[config.mk]
export PLATFORM = sky130hd
export DESIGN_NAME = uart_dbg_display
export DESIGN_NICKNAME = d
export VERILOG_FILES = /design/src/rtl/uart_dbg_display.sv
export SDC_FILE = /design/constraint.sdc
export NUM_CORES = 1
export LEC_CHECK = 0
export BUFFER_PORTS_ARGS = -buffer_cell sky130_fd_sc_hd__buf_2
export CAP_MARGIN = 20
export CORE_MARGIN = 2
export CORE_UTILIZATION = 40
export CTS_BUF_LIST = sky130_fd_sc_hd__clkbuf_2
export DETAILED_ROUTE_END_ITERATION = 10
export PLACE_DENSITY_LB_ADDON = 0.15
export SKIP_LAST_GASP = 1
export SYNTH_ARGS = -nofsm -noshare
export SYNTH_HDL_FRONTEND = slang
export SYNTH_SLANG_ARGS = --single-unit
[constraint.sdc]
create_clock -name iCLK -period 4.1 [get_ports iCLK]
set_input_delay 0.205 -clock iCLK [delete_from_list [all_inputs] [get_ports iCLK]]
set_output_delay 0.205 -clock iCLK [all_outputs]
set_load 0.05 [all_outputs]
[src/rtl/uart_dbg_display.sv]
// UART debug capture: RX/TX byte histories, saturating event counters and a
// debounced page selector that picks the 32-bit word shown on the hex display.
module uart_dbg_display #(
    parameter int unsigned DEB_CYCLES = 500000
) (
    input  logic        iCLK,
    input  logic        iRST_N,
    input  logic        iRX_VALID,
    input  logic [7:0]  iRX_DATA,
    input  logic        iTX_VALID,
    input  logic [7:0]  iTX_DATA,
    input  logic        iERR,
    input  logic        iCLR,
    input  logic        iKEY_N,
    output logic [31:0] oDIG,
    output logic [1:0]  oPAGE
);

    localparam int unsigned DebW = $clog2(DEB_CYCLES);
    localparam logic [DebW-1:0] DebMax = DebW'(DEB_CYCLES - 1);

    logic [31:0]     rx_h_q, rx_h_d, tx_h_q, tx_h_d;
    logic [15:0]     rx_cnt_q, rx_cnt_d, tx_cnt_q, tx_cnt_d, err_cnt_q, err_cnt_d;
    logic            key_m_q, key_s_q;
    logic            key_db_q, key_db_d, key_db_prev_q;
    logic [DebW-1:0] deb_cnt_q, deb_cnt_d;
    logic [1:0]      page_q, page_d, page_out_q;
    logic [31:0]     dig_q, dig_d;

    // Capture path: clear has priority and drops any coincident strobe.
    always_comb begin
        rx_h_d    = rx_h_q;
        tx_h_d    = tx_h_q;
        rx_cnt_d  = rx_cnt_q;
        tx_cnt_d  = tx_cnt_q;
        err_cnt_d = err_cnt_q;
        if (iCLR) begin
            rx_h_d    = '0;
            tx_h_d    = '0;
            rx_cnt_d  = '0;
            tx_cnt_d  = '0;
            err_cnt_d = '0;
        end else begin
            if (iRX_VALID) begin
                rx_h_d = {rx_h_q[23:0], iRX_DATA};
                if (rx_cnt_q != 16'hFFFF) rx_cnt_d = rx_cnt_q + 16'd1;
            end
            if (iTX_VALID) begin
                tx_h_d = {tx_h_q[23:0], iTX_DATA};
                if (tx_cnt_q != 16'hFFFF) tx_cnt_d = tx_cnt_q + 16'd1;
            end
            if (iERR && err_cnt_q != 16'hFFFF) err_cnt_d = err_cnt_q + 16'd1;
        end
    end

    // Debounce: the new level must persist DEB_CYCLES cycles at the synchronizer.
    always_comb begin
        key_db_d  = key_db_q;
        deb_cnt_d = '0;
        if (key_s_q != key_db_q) begin
            if (deb_cnt_q == DebMax) begin
                key_db_d = key_s_q;
            end else begin
                deb_cnt_d = deb_cnt_q + 1'b1;
            end
        end
    end

    always_comb begin
        page_d = page_q;
        if (key_db_prev_q && !key_db_q) page_d = page_q + 2'd1;
    end

    always_comb begin
        dig_d = '0;
        unique case (page_q)
            2'd0: dig_d = rx_h_q;
            2'd1: dig_d = tx_h_q;
            2'd2: dig_d = {rx_cnt_q, tx_cnt_q};
            2'd3: dig_d = {8'h00, rx_h_q[7:0], err_cnt_q};
            default: dig_d = '0;
        endcase
    end

    always_ff @(posedge iCLK or negedge iRST_N) begin
        if (!iRST_N) begin
            rx_h_q        <= '0;
            tx_h_q        <= '0;
            rx_cnt_q      <= '0;
            tx_cnt_q      <= '0;
            err_cnt_q     <= '0;
            key_m_q       <= 1'b1;
            key_s_q       <= 1'b1;
            key_db_q      <= 1'b1;
            key_db_prev_q <= 1'b1;
            deb_cnt_q     <= '0;
            page_q        <= '0;
            page_out_q    <= '0;
            dig_q         <= '0;
        end else begin
            rx_h_q        <= rx_h_d;
            tx_h_q        <= tx_h_d;
            rx_cnt_q      <= rx_cnt_d;
            tx_cnt_q      <= tx_cnt_d;
            err_cnt_q     <= err_cnt_d;
            key_m_q       <= iKEY_N;
            key_s_q       <= key_m_q;
            key_db_q      <= key_db_d;
            key_db_prev_q <= key_db_q;
            deb_cnt_q     <= deb_cnt_d;
            page_q        <= page_d;
            page_out_q    <= page_q;
            dig_q         <= dig_d;
        end
    end

    assign oDIG  = dig_q;
    assign oPAGE = page_out_q;

endmodule

==> flow_summary.ini, run 1 <==
[clock_network]
htreeDepth = 4
clk_latency_ns = 0.73
cts_max_path_buffers = 2
root_buffer = clkbuf_2
cts_inserted_buffers = 17
cts_tree = done
clock-sinks = 171
post_cts_buffers = 0
path_clk_slew_ns = 0.24

[synthesis]
ys_async_sr_fraction = 1.000
syn_area_um2 = 8078
synth_nets = 788
synth_compound_area_frac = 0.09603
synth_top_family_by_area = simple AND/OR/NAND/NOR gates
synth.distinct_cells = 52
syn-instance-count = 757
synthMuxAreaShare = 0.1238
synth_simple_gate_area_share = 0.1705
yosysSeqAreaShare = 0.5304
ys_top_cells_by_area = dfrtp_1 52%, mux2i_1 11%, nor2_1 4.9%
synth-xor-area-share = 0.02711
ys_ff_latch = 171
synth_edf_count = 0
syn_avg_cell_area_um2 = 10.67
synthAdderAreaFrac = 0.01239
yosysTopAreaCell = dfrtp_1
ys_warn_count = 0
synthFlopType = dfrtp_1
synth_top_cell_area_share = 0.5173

[floorplanning]
core_um2 = 19650
die_w_um = 146.1
num_rows = 51
initial_core_util = 0.4110
dieHeight_um = 146.1
dieArea_um2 = 21350
ios = 57

[status]
status = finished clean

[flow_run]
cap_violations = 0

[cells_and_area]
fin_nets = 858
final_cell_mix = 167 x dfrtp_1, 105 x nor2_1, 92 x mux2i_1
nFillCells = 1893
fin_cells = 1106
final_common_cell = dfrtp_1
syn_to_final_growth_pct = 14.00
layout-drive-gt1-share = 0.1357

[detailed_routing]
drtIter0Drc = 527
ant_nets = 0
wire_per_inst_um = 18.43
routed_wl_um = 20390
first_pass_iters = 6
route.detailed.drc = 0
vias = 6170
via_per_inst = 5.579

[global_routing]
grt_pass1_wl_um = 32530
grt_pass1_vias = 5947
overflow = 0
grt_usage = 0.1921
antenna_found_initial = 1
grt_max_degree = 116

[timing]
final-setup-viol-count = 0
slew_headroom = 0.2694
setup_ws_ns = 1.677
timing.final.crit_share = 0.5910
clock_skew_ns = 0.02805
finalMaxSlewViolations = 0
worst_slew_pin_slew_ns = 1.096
final.min_clock_period_ns = 2.423
hold_violations = 0
setup_tns_ns = 0
max_freq_ghz = 0.4127
rsz0062_at_grt = no

[critical_path]
cpMaxStageDelayCell = nor4_4
slowest_delay_ns = 0.72
cp_cell_sequence = ha_1, nand4_1, nor4_4, a31oi_1, mux2_2
critPathArrivalTime_ns = 3.07
cp-end-kind = flop
critPathRequiredTime_ns = 4.75
worstSetupStartpointType = flop
crit_type = flop to flop
crit_fanout = 16
r2r_setup_slack_ns = 1.68

[hold_path]
hp-class = input port to flop

[pwr]
power.leakage_nw = 4.210
totalPowerFinal_w = 0.002913
power_density_nw_per_um2 = 316.3
peakVddDrop_uv = 152.7

[placed_design]
portBuffers = 56
place_ws_ns = 1.722
routabilityCongestion = 0.8560
placed_cells = 1042
hpwl_um = 13840
-- where the power goes --
group / leakage (nW) / switching (W) / internal, W
combinational: 1.73 / 0.000144 / 0.0000848
clock: 0.136 / 0.000629 / 0.000290
sequential: 2.34 / 0.0000399 / 0.00173
-- per-layer routing --
metal,part of all wire,vias to the layer above,GRT usage,routed length [um]
met5,0,-,0,0
met4,0.013,0,0.04612,258
met1,0.47,3092,0.2802,9627
met3,0.052,17,0.04250,1052
met2,0.46,175,0.2934,9449
li1,-,2886,-,-
-- metrics by stage --
| stage | area, um^2 | hold slack [ns] | utilization |
|---|---|---|---|
| after CTS | 9169 | 0.02182 | 0.4665 |
| after global placement | 8563 | 0.3128 | 0.4357 |
| final | 9209 | 0.08952 | 0.4686 |
| after global routing | 9209 | 0.01634 | 0.4686 |
| after floorplan | 8078 | -0.09059 | - |
| after detailed placement | 8630 | 0.3115 | 0.4391 |
-- sequential cells by signal, summed over array words and instances (netlist names) --
name,flops
key_s_q,1
key_m_q,1
oDIG,32
key_db_q,1
page_q,2
tx_cnt_q,16
key_db_prev_q,1
rx_h_q,32
rx_cnt_q,16
oPAGE,2
deb_cnt_q,19
tx_h_q,32
err_cnt_q,16
-- critical path: cells and delay by family, from the launching register on --
| kind | cells | cell delay [ns] |
|---|---|---|
| AO/OA/AOI/OAI | 1 | 0.28 |
| adder cells (fa/ha/maj) | 1 | 0.29 |
| flip-flops | 1 | 0.47 |
| multiplexers | 1 | 0.33 |
| AND/OR/NAND/NOR | 2 | 0.98 |
-- synth_stat cells (all sizes together) (5+ instances only) --
master	n
mux2	7
nand3	26
ha	8
o31ai	13
a21oi	31
buf	16
clkbuf	28
and4	7
nor4	11
or3	9
a31oi	5
inv	39
mux2i	92
xor2	8
o21ai	17
nor2	105
nand2	24
nor2b	7
dfrtp	167
xnor2	17
nor3	14
or4	13
a222oi	24
a22oi	8
nand4	25
nand2b	6
-- final cells by class --
cell class              count  area, um^2  share of cell area
diodes                      1       2.502           0.0002717
clock buffers              17       85.08            0.009239
clock inverters            15       163.9             0.01780
inverters                  39       146.4             0.01590
multi-input cells         503        3475              0.3773
flip-flops and latches    171        4284              0.4652
well taps                 265       331.6             0.03601
repair buffers             95       720.7             0.07826
-- cells by family (layout without fill, tap and decap cells) --
kind of cell / after synthesis / in the layout
compound gates: 111 / 111
xor+xnor: 25 / 25
fa+ha+maj: 8 / 8
buf+inv: 83 / 166
flops: 171 / 171
mux: 99 / 99
other cells: 0 / 1
simple gates: 260 / 260
-- worst paths after layout --
path / depth (start not counted) / from / end
worst max-delay path: 5 / err_cnt_q[1] / err_cnt_q[0]
worst min-delay path: 2 / iKEY_N / key_m_q
worst max register to register: 5 / err_cnt_q[1] / err_cnt_q[0]
worst min register to register: 0 / key_m_q / key_s_q
max in group asynchronous: 5 / iRST_N / tx_h_q[6]
min in group asynchronous: 3 / iRST_N / rx_cnt_q[7]
-- timing repair --
action | CTS | global route
gates resized for setup | 0 | 0
hold endpoints to repair | 147 | 11
hold buffers | 29 | 1
Note: power is estimated with default switching activity, not from simulation.
==> inputs of run 2 (changes only) <==
--- a/config.mk
+++ b/config.mk
@@ -5,6 +5,7 @@
 export SDC_FILE = /design/constraint.sdc
 export NUM_CORES = 1
 export LEC_CHECK = 0
+export ABC_AREA = 1
 export BUFFER_PORTS_ARGS = -buffer_cell sky130_fd_sc_hd__buf_2
 export CAP_MARGIN = 20
 export CORE_MARGIN = 2
==> constraint.sdc (replaced) <==
create_clock -name iCLK -period 2.38 [get_ports iCLK]
set_input_delay 0.119 -clock iCLK [delete_from_list [all_inputs] [get_ports iCLK]]
set_output_delay 0.119 -clock iCLK [all_outputs]
set_load 0.05 [all_outputs]
==> run 2 against run 1 <==
Sequential power rose by 70%. Cell count rose by 28%. Synthesized cell count rose by 37%. Largest cell class unchanged. Total power rose by 80%. Combinational power rose by 86%. Clock power rose by 98%. Utilization rose by 0.64 points. Routed wire length rose by 12%. Register-to-register slack got worse by 1.3 ns. Global-route usage rose by 2.6 points. Critical path type unchanged. Critical path depth rose by 4. Sequential cell count did not move. Critical endpoint is now err_cnt_q[13].
==> flow_summary.ini, run 2 <==
[synthesis]
yosysTopAreaCell = dfrtp_1
synthFlopType = dfrtp_1
ys_top_cells_by_area = dfrtp_1 50%, nand2_1 13%, o21ai_0 5.2%
synth.distinct_cells = 36
yosysMostFrequentCell = nand2_1
ys_async_sr_fraction = 1.000
ys_top_cells_by_count = 292 x nand2_1, 167 x dfrtp_1, 112 x inv_1
yosysSeqAreaShare = 0.5160
ys_ff_latch = 171
syn_area_um2 = 8303
synth_edf_count = 0
syn-instance-count = 1037
syn_avg_cell_area_um2 = 8.007
ys_warn_count = 0
synth_top_cell_area_share = 0.5033
synth_nets = 1068

[cells_and_area]
syn_to_final_growth_pct = 16.11
finish.utilization = 0.4749
layout-drive-gt1-share = 0.1161
final_common_cell = nand2_1
nFillCells = 2034
fin_nets = 1164
final_cell_mix = 292 x nand2_1, 167 x dfrtp_1, 112 x inv_1

[clock_network]
cts_tree = done
cts_max_path_buffers = 2
htreeDepth = 4
cts_inserted_buffers = 17
root_buffer = clkbuf_2
path_clk_slew_ns = 0.23
clk_latency_ns = 0.74
clock-sinks = 171

[placed_design]
place_ws_ns = 0.4478
hpwl_um = 16400
portBuffers = 56
routabilityCongestion = 0.8856

[timing]
finalMaxSlewViolations = 0
hold_violations = 0
final.min_clock_period_ns = 1.969
setup_ws_ns = 0.4107
final-setup-viol-count = 0
slew_headroom = 0.4221
rsz0062_at_grt = no
timing.final.crit_share = 0.8274
worst_slew_pin_slew_ns = 0.8636
max_freq_ghz = 0.5078
clock_skew_ns = 0.03562
setup_tns_ns = 0

[pwr]
power_density_nw_per_um2 = 545.2
p_int_w = 0.003905
p_sw_frac = 0.2571
pwr-share-seq = 0.573
clockPowerShare = 0.347
power.leakage_nw = 4.479
peakVddDrop_uv = 379.9
p_comb_frac = 0.080
p_sw_w = 0.001351

[critical_path]
r2r_setup_slack_ns = 0.41
critPathArrivalTime_ns = 2.60
critPathRequiredTime_ns = 3.01
worstSetupStartpointType = flop
crit_type = flop to flop
cp-end-kind = flop
crit_fanout = 14

[floorplanning]
dieHeight_um = 148.1
die_w_um = 148.1
initial_core_util = 0.4090
ios = 57
core_um2 = 20300
dieArea_um2 = 21930
num_rows = 52

[global_routing]
grt_max_degree = 55
antenna_found_initial = 1
grt_pass1_vias = 6684
grt_usage = 0.2186
grt_pass1_wl_um = 37060
overflow = 0

[flow_run]
cap_violations = 0

[detailed_routing]
wire_per_inst_um = 16.09
via_per_inst = 5.063
first_pass_iters = 5
route.detailed.drc = 0
vias = 7179
drtIter0Drc = 544
ant_nets = 0
routed_wl_um = 22820

[hold_path]
hp-class = input port to flop

[status]
status = finished clean
[run 2: worst paths after layout]
| kind | endpoint | depth (start not counted) | startpoint |
|---|---|---|---|
| min | tx_h_q[23] | 3 | iTX_VALID |
| max reg2reg | err_cnt_q[13] | 9 | err_cnt_q[1] |
| min in group asynchronous | key_db_q | 3 | iRST_N |
| max in group asynchronous | oDIG[18] | 4 | iRST_N |
| max | err_cnt_q[13] | 9 | err_cnt_q[1] |
| min reg2reg | key_s_q | 0 | key_m_q |
[run 2: stage by stage]
stage	hold WS, ns	instances	total power, W	cell area (um^2)
after global routing	0.1646	1417	0.005495	9638
after detailed placement	0.1381	1343	0.003435	8911
after floorplan	-0.1766	1037	0.003253	8303
final	0.2087	1418	0.005256	9641
after global placement	0.1453	1343	0.003434	8911
after CTS	0.1436	1416	0.005306	9635
[run 2: logic make-up after synthesis]
family | count (synthesis) | share of synthesized area
buffers and inverters | 156 | 0.07459
XOR/XNOR | 24 | 0.02532
AND/OR/NAND/NOR | 507 | 0.2580
adder cells (fa/ha/maj) | 8 | 0.01206
AO/OA/AOI/OAI | 171 | 0.1141
flip-flops | 171 | 0.5160
[run 2: area by class of cell]
| type | count | area (um^2) | area share |
|---|---|---|---|
| clock buffer | 20 | 100.1 | 0.01038 |
| inverter | 119 | 447.9 | 0.04646 |
| timing repair buffer | 114 | 867.1 | 0.08994 |
| tap | 270 | 337.8 | 0.03504 |
| multi-input combinational | 710 | 3402 | 0.3529 |
| clock inverter | 12 | 196.4 | 0.02038 |
| sequential | 171 | 4284 | 0.4444 |
| antenna | 2 | 5.005 | 0.0005191 |
[run 2: power by group through the flow]
stage	combinational, W	sequential (W)	clock, W
3_5_place_dp	0.000375	0.00306	0
4_1_cts	0.000428	0.00301	0.00187
5_1_grt	0.000469	0.00302	0.00200
2_1_floorplan	0.000148	0.00311	0
6_report	0.000423	0.00301	0.00182
3_3_place_gp	0.000375	0.00306	0
[run 2: critical path: stages (launching register included)]
cell and delay (ns):
dfrtp_1 0.49, ha_1 0.23, nand3_1 0.12, inv_1 0.06, nand2_1 0.08, nor2_2 0.05, nor2_2 0.51, nor2_4 0.18
nand2_1 0.10, nand2_1 0.06
[run 2: repair_timing]
action	4_1_cts	5_1_grt
gates resized for setup	0	0
hold buffers	41	0
hold endpoints to repair	245	0
setup buffers	0	0
[run 2: per-layer routing]
| metal | share of wire | track usage | routed length [um] |
|---|---|---|---|
| met5 | 0 | 0 | 0 |
| met4 | 0.017 | 0.06095 | 397 |
| met3 | 0.050 | 0.03313 | 1152 |
| met2 | 0.43 | 0.3134 | 9736 |
| met1 | 0.51 | 0.3428 | 11530 |
